File: src/rtl/serial_word_feeder.sv
// serial_word_feeder: accepts parallel words over valid/ready, buffers one
// word in a hold register and serialises each word onto xout, one bit per
// clock, with back-to-back words streaming without an idle gap.
//
// Ports:
//   clk        - rising-edge clock
//   rstn       - asynchronous active-low reset
//   din        - parallel input word (WIDTH bits)
//   din_valid  - din carries a word
//   din_ready  - hold register empty, a word can be accepted
//   xout       - registered serial bit (IDLE_BIT when not shifting)
//   xout_valid - xout carries a word bit this cycle
//   busy       - shifter active or hold register full
//   words_sent - count of fully emitted words, wraps modulo 1024
module serial_word_feeder #(
  parameter int unsigned WIDTH     = 8,
  parameter bit          MSB_FIRST = 1'b1,
  parameter bit          IDLE_BIT  = 1'b1
) (
  input  logic             clk,
  input  logic             rstn,
  input  logic [WIDTH-1:0] din,
  input  logic             din_valid,
  output logic             din_ready,
  output logic             xout,
  output logic             xout_valid,
  output logic             busy,
  output logic [9:0]       words_sent
);

  localparam int unsigned BW   = (WIDTH > 1) ? $clog2(WIDTH) : 1;
  localparam int unsigned CW   = 10;
  localparam logic [BW-1:0] LAST = BW'(WIDTH - 1);

  typedef enum logic {
    IDLE  = 1'b0,
    SHIFT = 1'b1
  } state_t;

  state_t           state_q, state_d;
  logic [WIDTH-1:0] hold;
  logic             hold_full;
  logic [WIDTH-1:0] sreg;
  logic [BW-1:0]    bcnt;

  logic             accept;
  logic             last_bit;
  logic             transfer;
  logic             hold_first;
  logic [WIDTH-1:0] hold_rest;
  logic             sreg_next;
  logic [WIDTH-1:0] sreg_rest;

  // Handshake and word-boundary decode
  always_comb begin
    accept   = din_valid & ~hold_full;
    last_bit = (state_q == SHIFT) && (bcnt == LAST);
    transfer = hold_full && ((state_q == IDLE) || last_bit);
  end

  // Bit-order selection; sreg is kept pre-advanced so its head is the next bit
  always_comb begin
    if (MSB_FIRST) begin
      hold_first = hold[WIDTH-1];
      hold_rest  = hold << 1;
      sreg_next  = sreg[WIDTH-1];
      sreg_rest  = sreg << 1;
    end else begin
      hold_first = hold[0];
      hold_rest  = hold >> 1;
      sreg_next  = sreg[0];
      sreg_rest  = sreg >> 1;
    end
  end

  // State register
  always_ff @(posedge clk or negedge rstn) begin
    if (!rstn) begin
      state_q <= IDLE;
    end else begin
      state_q <= state_d;
    end
  end

  // Next-state logic
  always_comb begin
    state_d = state_q;
    case (state_q)
      IDLE: begin
        if (transfer) state_d = SHIFT;
      end
      SHIFT: begin
        if (last_bit && !transfer) state_d = IDLE;
      end
      default: state_d = IDLE;
    endcase
  end

  // Hold register: accept and transfer may coincide without losing a word
  always_ff @(posedge clk or negedge rstn) begin
    if (!rstn) begin
      hold      <= '0;
      hold_full <= 1'b0;
    end else begin
      if (accept) hold <= din;
      hold_full <= accept | (hold_full & ~transfer);
    end
  end

  // Shifter and registered serial output
  always_ff @(posedge clk or negedge rstn) begin
    if (!rstn) begin
      sreg       <= '0;
      bcnt       <= '0;
      xout       <= IDLE_BIT;
      xout_valid <= 1'b0;
    end else if (transfer) begin
      sreg       <= hold_rest;
      bcnt       <= '0;
      xout       <= hold_first;
      xout_valid <= 1'b1;
    end else if (state_q == SHIFT) begin
      if (last_bit) begin
        xout       <= IDLE_BIT;
        xout_valid <= 1'b0;
      end else begin
        sreg       <= sreg_rest;
        bcnt       <= bcnt + BW'(1);
        xout       <= sreg_next;
        xout_valid <= 1'b1;
      end
    end
  end

  // Completed-word counter, bumped on the edge that leaves a word's last bit
  always_ff @(posedge clk or negedge rstn) begin
    if (!rstn) begin
      words_sent <= '0;
    end else if (last_bit) begin
      words_sent <= CW'(words_sent + CW'(1));
    end
  end

  assign din_ready = ~hold_full;
  assign busy      = (state_q == SHIFT) | hold_full;

endmodule

File: config.mk
export PLATFORM = sky130hd
export DESIGN_NAME = serial_word_feeder
export DESIGN_NICKNAME = d
export VERILOG_FILES = /design/src/rtl/serial_word_feeder.sv
export SDC_FILE = /design/constraint.sdc
export NUM_CORES = 1
export LEC_CHECK = 0
export CORE_ASPECT_RATIO = 0.9
export CORE_MARGIN = 3
export CORE_UTILIZATION = 51
export CTS_CLUSTER_DIAMETER = 50
export DETAILED_ROUTE_END_ITERATION = 10
export PLACE_DENSITY_LB_ADDON = 0.25
export SYNTH_ARGS = -nofsm -noshare
export SYNTH_HDL_FRONTEND = slang
export SYNTH_SLANG_ARGS = --single-unit
File: constraint.sdc
create_clock -name clk -period 2 [get_ports clk]
set_input_delay 0.6 -clock clk [delete_from_list [all_inputs] [get_ports clk]]
set_output_delay 0.6 -clock clk [all_outputs]
set_load 0.005 [all_outputs]
## After elaboration in Yosys (flattened, before gate mapping)

Cells that the tools add are included.

| operators by class | value |
|---|---|
| add/sub/neg operators | 2 |
| muxes and demuxes | 15 |
| eq/ne operators | 2 |
| bitwise logic cells | 7 |
| reductions and logical operators | 7 |

Operator list:

| operator | number |
|---|---|
| $mux W8 | 3 |
| $add A10 B1 Y10 const B | 1 |
| $mux W3 | 3 |
| $mux W1 | 8 |
| $add A3 B1 Y3 const B | 1 |
| $eq A3 B3 Y1 const B | 1 |
| $logic_and A1 B1 Y1 | 3 |
| $not A1 Y1 | 3 |
| $and A1 B1 Y1 | 2 |
| $ne A2 B1 Y1 const B | 1 |
| $or A1 B1 Y1 | 2 |
| $pmux W1 S2 | 1 |
| $reduce_and A2 Y1 | 1 |
| $reduce_bool A2 Y1 | 1 |
| $logic_not A1 Y1 | 1 |
| $logic_or A1 B1 Y1 | 1 |

| storage, ports and cells | value |
|---|---|
| bits in registers | 33 |
| input bits | 11 |
| logic and storage cells | 41 |
| output and inout port bits | 14 |

## Longest topological paths before layout

| depth | value |
|---|---|
| word-level depth | 8 |
| gate-level depth with buffers | 7 |
| gate-level depth less buffers | 5 |

## Worst setup path before layout

No wires, ideal clock.

| timing path | value |
|---|---|
| kind | register to register |
| start point | reg bcnt[0] |
| end point | reg words_sent[7] |
| clock period less this slack | 1.390 ns |
| arrival | 1.310 ns |
| path buffers | 1 |
| stages on the path, launching flop included | 7 |
| data required time | 1.920 ns |
| library setup time | 0.080 ns |
| setup slack | 0.610 ns |
| cells stage by stage | dfrtp_1 ha_1 ha_1 and4_1 buf_4 nand4_1 xnor2_1 |

| on the way | value |
|---|---|
| cells in the longest elaborated chain, start to end | 2 |

Ends and longest elaborated chain:

| what | RTL line | RTL |
|---|---|---|
| start: declaration | 44 | `logic [BW-1:0] bcnt;` |
| start signal: assignment | 128 | `bcnt <= bcnt + BW'(1);` |
| $eq A3 B3 Y1 | 57 | `last_bit = (state_q == SHIFT) && (bcnt == LAST);` |
| $logic_and A1 B1 Y1 | 57 |  |
| end signal: assignment | 140 | `words_sent <= CW'(words_sent + CW'(1));` |
| end: declaration | 28 | `output logic [9:0] words_sent` |

Every way passes these cells.
A chain may end at the register's enable or synchronous reset.

## Worst setup path after layout

| timing path | value |
|---|---|
| start point | reg hold_full |
| end point | out busy |

| on the way | value |
|---|---|
| cells in the longest elaborated chain, start to end | 1 |

Ends and longest elaborated chain:

| what | RTL line | RTL |
|---|---|---|
| start: declaration | 42 | `logic hold_full;` |
| start signal: assignment | 106 | `hold_full <= accept \| (hold_full & ~transfer);` |
| $or A1 B1 Y1 | 145 | `assign busy = (state_q == SHIFT) \| hold_full;` |
| end: declaration | 27 | `output logic busy,` |

Every way passes these cells.

==> metrics <==
final slew viol count=0; Synth Cell Area=0.00138 sq mm; maximum buffer depth of the clock tree=2; hold endpoint=words_sent[9]; syn nets=126; post-synthesis average cell area=12.3 sq um; Final Worst Setup Slack=99.2 ps; crit path kind=register to primary output; Final Critical Period=1900 ps; Seq/Total Area, Yosys=58.0%; switching share of power=33.5%; Worst-Margin Slew=489 ps; Fill cells=196; Clock H-tree levels=2; Hold Path Depth=1; Tcrit/Tclk final=95.0%; Worst-Skew Late Latency=310 ps; vias in the first global route=884; outcome=complete, no violations; post-route setup TNS=0 ps; Cell variety after synth=25; port buffer count=24; clk sinks=32; drt first pass iters=4; die area=0.00337 sq mm; LEAKAGE=0.789 nW; cell area after layout=0.00173 sq mm; core area=0.00251 sq mm; flop-to-flop setup slack=470 ps; Finished Core Util=68.9%; RR Startpoint=bcnt[0]; crit start category=register; Sw Pwr=0.000747 W; CTS tree=yes; num rows=17; YS warnings=0; maximum vdd drop=753 uV; total number of vias=906; FF-to-FF path depth=5; Clock power frac=15.2%; max_slew headroom=67.3%; placed cell count=163; Die Wd=60.9 um; clock skew=8.10 ps; post-DP HPWL=1730 um; CTS clock-pin slew for the worst setup and hold paths=100 ps; Seq pwr share=46.1%; initial antenna violation count=0; Antenna Cells=0; final cell count without fillers=173; internal power=0.00148 W; placed instance area=0.00166 sq mm; Hold Crit Class=register to register; wire length of the first global-routing pass=3950 um; Via density=5.24; CP max FO=3; NumNets Final=158; post-route ant nets=0; max-cap violation count=0; PwrDens=1290 mW/mm^2; most frequent cells in the layout=dfrtp_1, clkdlybuf4s50_1, nand2_1, xnor2_1, mux2_2; final wirelength=2350 um; Final GP Congestion=0.760; DRT iter0 DRCs=18; FMAX=526 MHz; Hold Fails Final Rpt=0; share of cells above drive strength 1=20.7%; Mapped Cells=112; largest net degree at the start of global routing=24; #FFs+latches synth=32; Initial Util=55.1%; Top Ports=25; TritonCTS buffer count=5; Critical Path Sink Type=primary output; commonest non-fill, non-tap cell in the layout=dfrtp_1; combinational share of power=38.7%; total gr overflow=0; wire per inst=13.6 um; Root Driver=clkbuf_4; pre-CTS setup slack=162 ps; Total GRT Usage=16.0%; Area growth syn-to-layout=25.2%; DRC=0; Die H=55.4 um; RSZ-0062 raised after global routing=false; Hold Crit Start=words_sent[9]; worst path arrival time=1300 ps; Setup violations, final=0; reg2reg end=words_sent[9]; CP required=1400 ps
final cells by class:
class                           count  area (sq um)  share of cell area [%]
Sequential cell                    32           802                    46.3
Multi-Input combinational cell     73           537                    31.0
Timing Repair Buffer               30           299                    17.3
Clock buffer                        7          45.0                    2.60
Tap cell                           28          35.0                    2.02
Inverter                            2          7.51                   0.434
Clock inverter                      1          5.00                   0.289
critical path, cell delays in order, from the launching register on:
cell,delay [ps]
dfrtp_1,410
or2_2,310
dlygate4sd2_1,270
flip-flops by register name, indices dropped and copies added, names as in the netlist:
name        cells
words_sent     10
hold_full       1
bcnt            3
xout            1
hold            8
sreg            7
state_q         1
xout_valid      1
how the worst max path moves through the flow:
stage                    from       endpoint  depth (start not counted)
finish              hold_full           busy                          2
global route        hold_full           busy                          2
CTS                      xout           xout                          1
detailed placement  din_valid        hold[5]                          4
global placement    din_valid        hold[5]                          4
floorplan             bcnt[0]  words_sent[7]                          6
synth_stat cells:
master	number	share of area (%)
a21o_1	1	0.54
a31oi_1	1	0.45
and3_1	3	1.4
and4_1	1	0.63
buf_2	2	0.72
buf_4	2	1.1
buf_6	1	0.81
dfrtp_1	31	56
dfstp_2	1	1.9
ha_1	3	2.7
inv_1	2	0.54
mux2_2	8	6.5
mux2i_1	7	5.1
nand2_1	15	4.1
nand2b_1	2	0.90
nand3_1	4	1.4
nand4_1	4	1.8
nor2_1	1	0.27
nor2b_1	2	0.90
o21ai_0	2	0.72
o21ai_1	1	0.36
o21ai_2	7	4.4
o22ai_1	1	0.45
or2_2	1	0.45
xnor2_1	9	5.7
power by group through the flow:
stage	clock, W	combinational, W	sequential (W)
floorplan	0	0.000607	0.00101
global placement	0	0.000820	0.00103
detailed placement	0	0.000848	0.00105
CTS	0.000350	0.000863	0.00103
global route	0.000385	0.000962	0.00106
finish	0.000338	0.000862	0.00103
metal layers:
| layer | track usage (%) | up-vias | wire length [um] |
|---|---|---|---|
| li1 | - | 448 | - |
| met1 | 21.8 | 441 | 1090 |
| met2 | 24.0 | 15 | 1130 |
| met3 | 6.31 | 2 | 107 |
| met4 | 3.72 | 0 | 17 |
| met5 | 0 | - | 0 |
through the flow:
step | total power (W) | hold WS [ps]
4_1_cts | 0.00224 | 482
2_1_floorplan | 0.00162 | 304
5_1_grt | 0.00241 | 504
6_report | 0.00223 | 479
3_5_place_dp | 0.00189 | 469
3_3_place_gp | 0.00185 | 464
cells by family after synthesis:
group / synth area share (%)
compound gates: 6.97
xor+xnor: 5.70
fa+ha+maj: 2.72
buf+inv: 3.17
flops: 58.0
mux: 11.6
simple gates: 11.9
timing repair:
action / in CTS / in global routing
setup endpoints to repair: 2 / 2
setup buffers: 1 / 1
pin swaps: 0 / 0
hold buffers: 0 / 0
resized for setup: 2 / 1
(Power assumes the default switching activity.)
==> patch 1 (same settings) <==
Set the parameter `IDLE_BIT` to 1'b0 (it was 1'b1).
--- a/src/rtl/serial_word_feeder.sv
+++ b/src/rtl/serial_word_feeder.sv
@@ -15,7 +15,7 @@
 module serial_word_feeder #(
   parameter int unsigned WIDTH     = 8,
   parameter bit          MSB_FIRST = 1'b1,
-  parameter bit          IDLE_BIT  = 1'b1
+  parameter bit          IDLE_BIT  = 1'b0
 ) (
   input  logic             clk,
   input  logic             rstn,
Behaviour: not the same (Yosys sat finds a counterexample within 4 cycles, from zero or initial values and one cycle with rstn low).
==> patch 1 against the unedited design <==
  * Synthesized area decreased by 2.5%
  * Core utilization increased by 0.59 points
  * Worst setup slack improved by 29 ps
  * Critical path depth decreased by 1
  * Register-to-register slack got worse by 90 ps
  * Sequential cell count unchanged
  * Maximum frequency increased by 1.5%
  * Wire length decreased by 1.6%
  * Clock skew decreased by 4.6 ps
  * Sequential power about the same
  * Power decreased by 0.62%
  * Design area unchanged
  * Via count decreased by 0.55%
  * Combinational power decreased by 8.0%
  * Critical endpoint is now words_sent[5]
==> patch 1: results (changes against the unedited design) <==
| Metric | Value |
|---|---|
| Synth area leaders | dfrtp_1 (59%), mux2_2 (8.4%), xnor2_1 (5.8%) |
| Post-Route WL | 2.31 mm (-1.6%) |
| Met1 WL | 1.13 mm (+3.9%) |
| Worst IR drop on VDD | 0.912 mV (+21%) |
| CTS max path bufs | 2 (unchanged) |
| Critical path's largest stage delay | 530 ps (+120 ps) |
| Critical path fanouts, max | 5 (+2) |
| Pin count of the biggest net entering global routing | 33 (+38%) |
| Netlist cell types | 19 (-24%) |
| Clock-pin slew on the worst setup and hold paths | 80 ps (-20 ps) |
| Critical-path top delay cell | clkdlybuf4s50_1 |
| Routability cong. | 0.690 (-9.2%) |
| Fillers | 181 (-7.7%) |
| Tot GR Track Use | 0.165 (+0.00508) |
| Syn. warnings | 0 (unchanged) |
| Worst Path Arrival | 1270 ps (-30 ps) |
| DP Cell Count | 162 (-0.61%) |
| N_diodes | 0 (unchanged) |
| Core Box Area | 2490 um^2 (-0.85%) |
| Via count | 901 (-0.55%) |
| Outcome | completed |
| CTS Buf Count | 5 (unchanged) |
| Drt initial violations | 21 (+3) |
| Worst min path class | reg2reg |
| Pre-CTS setup slack | 169 ps (+7.43 ps) |
| Sequential fraction of the synthesis area | 0.594 (+0.0142) |
| Post-synthesis net count | 125 (-0.79%) |
| Syn Inst Count | 111 (-0.89%) |
| Async set-reset flop share out of synthesis | 1.00 (unchanged) |
| Initial antenna violation count | 0 (unchanged) |
| Vias in the first global route | 864 (-2.3%) |
| Main synth FF type | dfrtp_1 |
| Htree depth | 2 (unchanged) |
| Biggest regs | words_sent (10), hold (8), sreg (7) |
| Met2 Routed Length | 1.00 mm (-11%) |
| Drt pass-1 iters | 4 (unchanged) |
| Root Buffer Master | clkbuf_4 |
| Highest routed layer | met4 |
| Port-buffer cells | 24 (unchanged) |
| Hpwl dp | 1.62 mm (-6.1%) |
| Static leakage | 0.801 nW (+1.6%) |
| Avg WL per Cell | 13.4 um (-1.6%) |
| Clk_lat worst skew | 320 ps |
| Starting density of the core | 0.541 (-0.00937) |
| Commonest cells in the netlist | dfrtp_1 (32), nand2_1 (14), mux2_2 (10), o21ai_0 (10), xnor2_1 (9) |
| Met3 wire length | 145 um (+36%) |
| Share of layout cells above drive strength 1 | 0.193 (-0.0138) |
| First-pass GRT wire length | 3.83 mm (-3.0%) |
| Crit path max-delay family | buffers and inverters |
| Max_slew headroom | 0.742 (+0.0688) |
| Final worst clock skew | 3.48 ps (-4.63 ps) |
[patch 1: cell types whose count changed after synthesis, sizes merged, moves of 2 or more]
| cell | before | now |
|---|---|---|
| mux2 | 8 | 10 |
| nor2 | 1 | 3 |
| nand3 | 4 | 2 |
| nand2b | 2 | 0 |
| inv | 2 | 4 |
[patch 1: area by class of cell]
| type | count | area share |
|---|---|---|
| clock buffer | 7 | 0.0376 |
| inverter | 4 | 0.00868 |
| multi-input combinational | 70 | 0.293 |
| sequential | 32 | 0.464 |
| tap | 28 | 0.0202 |
| timing repair buffer | 32 | 0.176 |
[patch 1: repair_timing]
item,4_1_cts,5_1_grt
buffers inserted,2,2
pin swaps,1,0
hold endpoints to repair,0,0
gates resized for setup,2,3
endpoints found under the setup margin,1,2
[patch 1: per-layer routing]
layer | up-vias | GRT usage
met5 | - | 0
met3 | 5 | 0.0778
met4 | 0 | 0.0554
li1 | 446 | -
met2 | 23 | 0.245
met1 | 427 | 0.213
[patch 1: cell families (layout without fill, tap and decap cells)]
kind of cell / after synthesis / after routing / synth area share
DFF: 32 / 32 / 0.594
and+or+nand+nor: 29 / 29 / 0.104
muxes: 17 / 17 / 0.136
AOI/OAI and AO/OA: 12 / 12 / 0.0483
xor gates and xnor gates: 9 / 9 / 0.0585
buffers and inverters: 9 / 43 / 0.0316
adders and majority gates: 3 / 3 / 0.0279
[patch 1: metrics by stage]
step / util / cell area, um^2
2_1_floorplan: - / 1350
3_3_place_gp: 0.653 / 1630
3_5_place_dp: 0.653 / 1630
4_1_cts: 0.687 / 1710
5_1_grt: 0.695 / 1730
6_report: 0.695 / 1730
[patch 1: path summary, 6_finish.rpt]
check | start | endpoint | slack [ps] | depth (start not counted)
worst min register to register | words_sent[9]$_DFFE_PN0P_ | words_sent[9]$_DFFE_PN0P_ | 470 | 1
worst min-delay path | words_sent[9]$_DFFE_PN0P_ | words_sent[9]$_DFFE_PN0P_ | 470 | 1
worst max-delay path | words_sent[5]$_DFFE_PN0P_ | words_sent[5] | 130 | 1
min in group asynchronous | rstn | words_sent[7]$_DFFE_PN0P_ | 670 | 2
max in group asynchronous | rstn | hold_full$_DFF_PN0_ | 1020 | 2
worst max register to register | bcnt[0]$_DFFE_PN0P_ | sreg[7]$_DFFE_PN0P_ | 380 | 5
[patch 1: power by group]
group / switching, mW / internal [mW] / total, mW
Combinational: 0.340 / 0.453 / 0.793
Clock: 0.191 / 0.199 / 0.390
Sequential: 0.149 / 0.879 / 1.03
==> patch 2 (same settings) <==
Without the edit above. Reset style: synchronous (`rstn`), changed in 4 clocked blocks. Comments in the files are not updated.
--- a/src/rtl/serial_word_feeder.sv
+++ b/src/rtl/serial_word_feeder.sv
@@ -74,7 +74,7 @@
   end
 
   // State register
-  always_ff @(posedge clk or negedge rstn) begin
+  always_ff @(posedge clk) begin
     if (!rstn) begin
       state_q <= IDLE;
     end else begin
@@ -97,7 +97,7 @@
   end
 
   // Hold register: accept and transfer may coincide without losing a word
-  always_ff @(posedge clk or negedge rstn) begin
+  always_ff @(posedge clk) begin
     if (!rstn) begin
       hold      <= '0;
       hold_full <= 1'b0;
@@ -108,7 +108,7 @@
   end
 
   // Shifter and registered serial output
-  always_ff @(posedge clk or negedge rstn) begin
+  always_ff @(posedge clk) begin
     if (!rstn) begin
       sreg       <= '0;
       bcnt       <= '0;
@@ -133,7 +133,7 @@
   end
 
   // Completed-word counter, bumped on the edge that leaves a word's last bit
-  always_ff @(posedge clk or negedge rstn) begin
+  always_ff @(posedge clk) begin
     if (!rstn) begin
       words_sent <= '0;
     end else if (last_bit) begin
Check against the original RTL: differs if rstn is asserted again (counterexample within 4 cycles, from zero or initial values and one cycle with rstn low); with rstn held inactive, the same outputs for 10 cycles.
==> patch 2 against the unedited design <==
  * The flow now finishes with violations (DRC)
  * Worst setup slack worse by 40 ps
  * Sequential cell count stayed put
  * Hold slack got worse by 15 ps
  * Wire length up 26%
  * Synthesized area fell by 3.4%
  * Design area down 3.2%
  * Clock skew about the same
  * Largest cell class unchanged
Power is not compared: it rests on default switching activity, and its combinational part moved more than twofold at a synthesized area within 25%.
==> patch 2: results (changes against the unedited design) <==
| Metric | Value |
|---|---|
| Commonest cells in the netlist | dfxtp_1 (32), nand2_1 (24), a21oi_1 (23) |
| Routability cong. | 0.729 (-4.1%) |
| Pin count of the biggest net entering global routing | 21 (-13%) |
| Share of layout cells above drive strength 1 | 0.0989 (-0.108) |
| Grt met3 use | 0.0731 (+0.0100) |
| Hold Path Origin | hold[3]$_SDFFE_PN0P_ |
| Via count | 1204 (+33%) |
| Critical path fanouts, max | 6 (+3) |
| Drt pass-1 iters | 8 (+4) |
| R2r startpoint | bcnt[0]$_SDFFE_PP0P_ |
| Synth area leaders | dfxtp_1 (48%), a21oi_1 (8.6%), nand2_1 (6.7%) |
| Critical path's largest stage delay | 550 ps (+140 ps) |
| R2R Setup Slk | 120 ps (-350 ps) |
| Hpwl dp | 2.05 mm (+19%) |
| Drt initial violations | 69 (+51) |
| Met2 Routed Length | 1.42 mm (+25%) |
| Vias in the first global route | 1058 (+20%) |
| Worst Hold End | hold[3]$_SDFFE_PN0P_ |
| Outcome | finished, violations left |
| Avg WL per Cell | 14.1 um (+4.1%) |
| Worst setup path endpoint | words_sent[1] |
| Syn Inst Count | 155 (+38%) |
| Crit. Startpoint | words_sent[1]$_SDFFE_PN0P_ |
| Final hold slack | 464 ps (-14.7 ps) |
| Sequential fraction of the synthesis area | 0.480 (-0.100) |
| Proportion of synthesized area in mux cells | 0.0525 (-0.0634) |
| Post-CTS Setup Repair Bufs | 0 (-1) |
| Nets | 196 (+24%) |
| Failing checks | DRC |
| Netlist cell types | 26 (+4.0%) |
| Crit path max-delay family | buffers and inverters |
| GRT met1 Usage | 0.246 (+0.0280) |
| Drt drc | 1 (+1) |
| XOR/XNOR Fraction of Synth Area | 0.0131 (-0.0439) |
patch 2: layout make-up:
type | count | area (um^2) | share of cell area
tap | 27 | 33.8 | 0.0202
clock buffer | 7 | 65.1 | 0.0388
timing repair buffer | 30 | 284 | 0.170
sequential | 32 | 642 | 0.383
inverter | 4 | 15.0 | 0.00896
multi-input combinational | 109 | 636 | 0.379
patch 2: per-stage QoR:
step	setup slack [ps]	util	cell area, um^2
global route	17.0	0.721	1680
floorplan	420	-	1340
detailed placement	120	0.690	1600
global placement	262	0.690	1600
finish	59.2	0.721	1680
CTS	38.1	0.717	1670
patch 2: power breakdown:
| group | switching (mW) | total [mW] | internal [mW] |
|---|---|---|---|
| clock | 0.214 | 0.413 | 0.199 |
| sequential | 0.0160 | 0.683 | 0.667 |
| combinational | 0.0701 | 0.140 | 0.0699 |
| total | 0.300 | 1.24 | 0.936 |
patch 2: timing repair:
action / 4_1_cts / 5_1_grt
endpoints found under the hold margin: 0 / 0
gates resized for setup: 1 / 3
setup endpoints to repair: 1 / 3
